$ cat src/rtl/chngy_update_ctrl.sv
// Change-in-Y update sequencer: applies one branch-admittance change record to the
// Y-matrix RAM through the add/sub datapath. Optional zero-delta skip: CHNGY_ZERO_SKIP_EN.
module chngy_update_ctrl #(
  parameter int IDX_W   = 4,
  parameter int TIMEOUT = 16,
  parameter int CNT_W   = 16
) (
  input  logic                 clock,
  input  logic                 reset,
  input  logic                 chg_valid,
  output logic                 chg_ready,
  input  logic [IDX_W-1:0]     chg_row,
  input  logic [IDX_W-1:0]     chg_col,
  input  logic [47:0]          chg_dy,
  output logic [2*IDX_W-1:0]   y_addr,
  output logic                 y_rd_en,
  input  logic [47:0]          y_rdata,
  output logic                 y_wr_en,
  output logic [47:0]          y_wdata,
  output logic                 dp_exec_en,
  output logic [47:0]          dp_in1,
  output logic [47:0]          dp_in2,
  output logic                 dp_sub,
  input  logic [47:0]          dp_result,
  input  logic                 dp_done,
  output logic                 busy,
  output logic                 rec_done,
  output logic [CNT_W-1:0]     upd_count,
  output logic                 timeout_err,
  output logic [2:0]           dbg_state
);

  localparam int TMO_W = $clog2(TIMEOUT + 1);

  typedef enum logic [2:0] {
    ST_IDLE = 3'd0,
    ST_RD   = 3'd1,
    ST_RDW  = 3'd2,
    ST_EXEC = 3'd3,
    ST_WR   = 3'd4,
    ST_FIN  = 3'd5
  } state_t;

  state_t               r_state;
  logic [IDX_W-1:0]     r_row;
  logic [IDX_W-1:0]     r_col;
  logic [47:0]          r_dy;
  logic [1:0]           r_step;
  logic [TMO_W-1:0]     r_tmo_cnt;
  logic [2*IDX_W-1:0]   r_addr;
  logic                 r_rd_en;
  logic                 r_wr_en;
  logic [47:0]          r_wdata;
  logic                 r_exec_en;
  logic [47:0]          r_in1;
  logic [47:0]          r_in2;
  logic                 r_sub;
  logic                 r_busy;
  logic                 r_rec_done;
  logic [CNT_W-1:0]     r_upd_count;
  logic                 r_tmo_err;

  logic                 w_last_step;
  logic [1:0]           w_next_step;
  logic [1:0]           w_first_step;
  logic                 w_zero_skip;

  // Steps 0/1 subtract at the off-diagonal pair, steps 2/3 add at the two diagonals.
  function automatic logic [2*IDX_W-1:0] step_addr(input logic [1:0] s,
                                                   input logic [IDX_W-1:0] r,
                                                   input logic [IDX_W-1:0] c);
    case (s)
      2'd0:    return {r, c};
      2'd1:    return {c, r};
      2'd2:    return {r, r};
      default: return {c, c};
    endcase
  endfunction

  assign w_last_step  = (r_row == r_col) || (r_step == 2'd3);
  assign w_next_step  = r_step + 2'd1;
  assign w_first_step = (chg_row == chg_col) ? 2'd2 : 2'd0;

`ifdef CHNGY_ZERO_SKIP_EN
  assign w_zero_skip = (chg_dy == 48'd0);
`else
  assign w_zero_skip = 1'b0;
`endif

  // Handshake: a record transfers on any cycle where chg_valid && chg_ready; chg_ready
  // is high only in IDLE and record inputs are ignored whenever it is low.
  assign chg_ready = (r_state == ST_IDLE);

  always_ff @(posedge clock) begin
    if (reset) begin
      r_state     <= ST_IDLE;
      r_row       <= '0;
      r_col       <= '0;
      r_dy        <= '0;
      r_step      <= '0;
      r_tmo_cnt   <= '0;
      r_addr      <= '0;
      r_rd_en     <= 1'b0;
      r_wr_en     <= 1'b0;
      r_wdata     <= '0;
      r_exec_en   <= 1'b0;
      r_in1       <= '0;
      r_in2       <= '0;
      r_sub       <= 1'b1;
      r_busy      <= 1'b0;
      r_rec_done  <= 1'b0;
      r_upd_count <= '0;
      r_tmo_err   <= 1'b0;
    end else begin
      r_rd_en    <= 1'b0;
      r_wr_en    <= 1'b0;
      r_rec_done <= 1'b0;
      case (r_state)
        ST_IDLE: begin
          if (chg_valid) begin
            r_row  <= chg_row;
            r_col  <= chg_col;
            r_dy   <= chg_dy;
            r_busy <= 1'b1;
            if (w_zero_skip) begin
              r_rec_done <= 1'b1;
              r_state    <= ST_FIN;
            end else begin
              r_step  <= w_first_step;
              r_addr  <= step_addr(w_first_step, chg_row, chg_col);
              r_rd_en <= 1'b1;
              r_state <= ST_RD;
            end
          end
        end
        ST_RD: r_state <= ST_RDW;
        ST_RDW: begin
          r_in1     <= y_rdata;
          r_in2     <= r_dy;
          r_sub     <= ~r_step[1];
          r_exec_en <= 1'b1;
          r_tmo_cnt <= '0;
          r_state   <= ST_EXEC;
        end
        ST_EXEC: begin
          if (dp_done) begin
            r_wdata   <= dp_result;
            r_exec_en <= 1'b0;
            r_wr_en   <= 1'b1;
            r_state   <= ST_WR;
          end else if (r_tmo_cnt == TMO_W'(TIMEOUT - 1)) begin
            // Abandon this step without a write and move on.
            r_tmo_err <= 1'b1;
            r_exec_en <= 1'b0;
            if (w_last_step) begin
              r_rec_done <= 1'b1;
              r_state    <= ST_FIN;
            end else begin
              r_step  <= w_next_step;
              r_addr  <= step_addr(w_next_step, r_row, r_col);
              r_rd_en <= 1'b1;
              r_state <= ST_RD;
            end
          end else begin
            r_tmo_cnt <= r_tmo_cnt + 1'b1;
          end
        end
        ST_WR: begin
          r_upd_count <= r_upd_count + 1'b1;
          if (w_last_step) begin
            r_rec_done <= 1'b1;
            r_state    <= ST_FIN;
          end else begin
            r_step  <= w_next_step;
            r_addr  <= step_addr(w_next_step, r_row, r_col);
            r_rd_en <= 1'b1;
            r_state <= ST_RD;
          end
        end
        ST_FIN: begin
          r_busy  <= 1'b0;
          r_state <= ST_IDLE;
        end
        default: r_state <= ST_IDLE;
      endcase
    end
  end

  assign y_addr      = r_addr;
  assign y_rd_en     = r_rd_en;
  assign y_wr_en     = r_wr_en;
  assign y_wdata     = r_wdata;
  assign dp_exec_en  = r_exec_en;
  assign dp_in1      = r_in1;
  assign dp_in2      = r_in2;
  assign dp_sub      = r_sub;
  assign busy        = r_busy;
  assign rec_done    = r_rec_done;
  assign upd_count   = r_upd_count;
  assign timeout_err = r_tmo_err;
  assign dbg_state   = r_state;

endmodule

$ cat config.mk
export PLATFORM = sky130hd
export DESIGN_NAME = chngy_update_ctrl
export DESIGN_NICKNAME = d
export VERILOG_FILES = /design/src/rtl/chngy_update_ctrl.sv
export SDC_FILE = /design/constraint.sdc
export NUM_CORES = 1
export LEC_CHECK = 0
export ABC_AREA = 1
export CAP_MARGIN = 15
export CORE_ASPECT_RATIO = 1.75
export CORE_UTILIZATION = 25
export CTS_CLUSTER_DIAMETER = 50
export CTS_CLUSTER_SIZE = 12
export DETAILED_ROUTE_END_ITERATION = 6
export GPL_TIMING_DRIVEN = 0
export PLACE_DENSITY = 0.62
export SYNTH_ARGS = -nofsm -noshare
export SYNTH_HDL_FRONTEND = slang
export SYNTH_SLANG_ARGS = --single-unit
$ cat constraint.sdc
create_clock -name clock -period 3 [get_ports clock]
set_input_delay 0.45 -clock clock [delete_from_list [all_inputs] [get_ports clock]]
set_output_delay 0.45 -clock clock [all_outputs]
set_load 0.005 [all_outputs]
==> impl_metrics.csv <==
group,metric,value,unit
power,p_leak,0.00532,uW
routing,wl_met1,12.4,mm
clocking,clock_path_buffers,3,
yosys,synthAdderAreaFrac,1.11,%
global_routing,grt_max_degree,13,
yosys,yosys_most_used_dff,"dfxtp_1",
die,die_w,146,um
worst_setup_path,ff2ff_setup_slack,0.97,ns
power,peakVddDrop,0.377,mV
yosys,synth-simple-area-share,17.1,%
cells_and_area,final_nets,1699,
global_routing,grt_pass1_wl,50.3,mm
die,start_util,25.5,%
worst_setup_path,crit_cells,4,
sta,drv_slew,0,
hold_path,hp-class,"primary input to flop",
yosys,yosysTopAreaCellShare,53.4,%
routing,wl_met2,17.4,mm
sta,max_freq,451,MHz
routing,vias,9110,
worst_setup_path,end_kind,"primary output",
run,maxCapViolCount,0,
power,pwr_density_cell,647,mW/mm2
global_routing,grt_usage,17.4,%
routing,routed.top_layer,"met4",
place,io_buffer_count,333,
worst_setup_path,rr_worst_depth,7,
worst_setup_path,arrival,1.76,ns
routing,routed_wl,32.8,mm
yosys,ys_ff_latch,241,
clocking,root_buffer,"clkbuf_16",
sta,grt_setup_unrepaired,"false",
worst_setup_path,critical_path_required,2.55,ns
worst_setup_path,path_cells,"inv_1 > nand2_1 > nor2_2 > clkdlybuf4s50_1",
routing,wl_met3,1.83,mm
worst_setup_path,crit_slowest_cell,"clkdlybuf4s50_1",
clocking,htree_levels,1,
worst_setup_path,path_delay_family,"buffers and inverters",
clocking,post_cts_buffers,0,
clocking,cts_resized,0,
yosys,synth_area_leaders,"dfxtp_1, a21oi_1, o21ai_0",
global_routing,grt_pass1_vias,9101,
sta,setup_viol,0,
die,die_h,253,um
die,io_pins,335,
yosys,synth_compound_gate_area_share,20.1,%
yosys,synth_cell_types,25,
yosys,synth_top_family_by_area,"compound AO/OA/AOI/OAI gates",
place,placed_cells,1971,
worst_setup_path,r2r_start,"dbg_state[0]",
worst_setup_path,cp_slowest_stage_delay,0.56,ns
yosys,synth_async_sr_flop_share,0,%
yosys,syn_nets,1337,
clocking,cts_tree,"done",
place,post_dp_cell_area,0.0129,mm2
die,die-area,0.0369,mm2
yosys,netlist_area,0.00903,mm2
yosys,synth_edf_count,0,
global_routing,grt_antenna_before_repair,1,
routing,viasPerCell,4.53,
cells_and_area,areaGrowthSynthToFinish,52.5,%
routing,wire_per_inst,16.3,um
cells_and_area,post-route-cell-area,0.0138,mm2
routing,antenna_left,0,
yosys,synth_common_cells,"dfxtp_1, a21oi_1, o21ai_0",
worst_setup_path,critPathKind,"flop to primary output",
routing,drtIter0Drc,464,
clocking,clock_latency,0.54,ns
die,num_rows,91,
yosys,synth_top_cell_by_area,"dfxtp_1",
worst_setup_path,reg2reg_to,"r_dy[37]",
routing,drc,0,
outcome,outcome,"finished, final reports clean",
die,core_area,0.0354,mm2
cells_and_area,layout-drive-gt1-share,4.98,%
clocking,cts.sinks,241,
sta,finalHoldViolCount,0,
sta,maxSlewHeadroom,46.6,%
clocking,cts_buffers,27,
sta,post-route-period-util,73.8,%
sta,skew,0.0163,ns
worst_setup_path,crit_path_max_fanout,6,
place,gp_congestion,0.863,
yosys,ys_seq_area_share,53.4,%
clocking,ctsHoldBuffers,0,
place,dp_hpwl,24.9,mm
yosys,synthMuxAreaShare,0,%
routing,dr.pass1.iters,5,
worst_setup_path,crit_end,"chg_ready",
yosys,syn_inst,1173,
worst_setup_path,start_kind,"flop",
yosys,yosysMostFrequentCell,"dfxtp_1",
sta,fin_crit,2.21,ns
worst_setup_path,worstSetupStartpoint,"dbg_state[0]",
sta,holdWs,0.391,ns
yosys,synth_xor_area_share,0.194,%
worst_setup_path,path_buf_inv,2,
yosys,yosysWarningCount,0,
cells_and_area,fin_cells,2012,
yosys,avgSynthCellArea,7.70,um2
sta,worst_pin_slew,0.801,ns
global_routing,overflow,0,
clocking,cts.clk_slew.worst_paths,0.06,ns
sta,setup-tns-final,0,ns
[worst min path at each step]
stage,to,from,slack (ns),depth (start not counted)
2_1_floorplan,dp_in2[0],r_dy[0],0.43,2
3_3_place_gp,dp_in2[14],r_dy[14],0.44,2
3_5_place_dp,dp_in2[13],r_dy[13],0.44,2
4_1_cts,timeout_err,dp_done,0.33,4
5_1_grt,timeout_err,dp_done,0.38,4
6_report,timeout_err,dp_done,0.39,4
[report_power, final]
| group | internal [uW] | switching (uW) |
|---|---|---|
| clock network | 1840 | 1350 |
| logic | 944 | 991 |
| registers | 3600 | 197 |
| total | 6380 | 2530 |
[layer usage]
metal / up-vias / global-route usage, %
met5: - / 0
met4: 0 / 7.85
met3: 61 / 3.32
met2: 298 / 32.7
met1: 4192 / 18.7
li1: 4559 / -
[layout by cell type (no fill, tap or decap), types with 3 or more instances in the layout]
cell type and instances:
inv_1 100, o21ai_0 175, nand4_1 3, ha_1 8, clkbuf_1 50, buf_2 30, clkdlybuf4s50_1 333, nand2_1 148
a21oi_1 179, clkbuf_16 27, dfxtp_1 241, clkbuf_8 5, nand3_1 74, nor2_2 4, nor2_1 145
[registers in the layout (all words and copies together) (netlist names), 2 cells and up]
register and flops:
y_wdata 48, r_tmo_cnt 5, dp_in1 48, dbg_state 3, dp_in2 48, r_col 4
r_dy 48, r_row 4, r_step 2, upd_count 16, y_addr 8
[cells by family after synthesis]
kind of cell	after synthesis
compound gates	360
xor+xnor	2
fa+ha+maj	8
buf+inv	183
flops	241
simple gates	379
[cell type report]
cell class	instances	area, um2
antenna	2	5.00
buffer	81	345
clock buffer	33	748
clock inverter	6	72.6
fill	3622	21600
inverter	102	383
multi-input combinational	749	3480
sequential	241	4820
tap	465	582
timing repair buffer	333	3330
[worst min-delay path, stage by stage]
cell     delay [ns]
buf_2          0.18
nor2_1         0.07
nand2_1        0.11
a21oi_1        0.07
[metrics by stage]
step,util (%),power (uW),setup slack (ns)
floorplan,-,4660,1.34
global placement,36.6,5790,0.432
detailed placement,36.6,5820,0.438
CTS,38.9,9060,0.731
global route,38.9,9400,0.661
finish,38.9,8910,0.785
(Power assumes the default switching activity.)
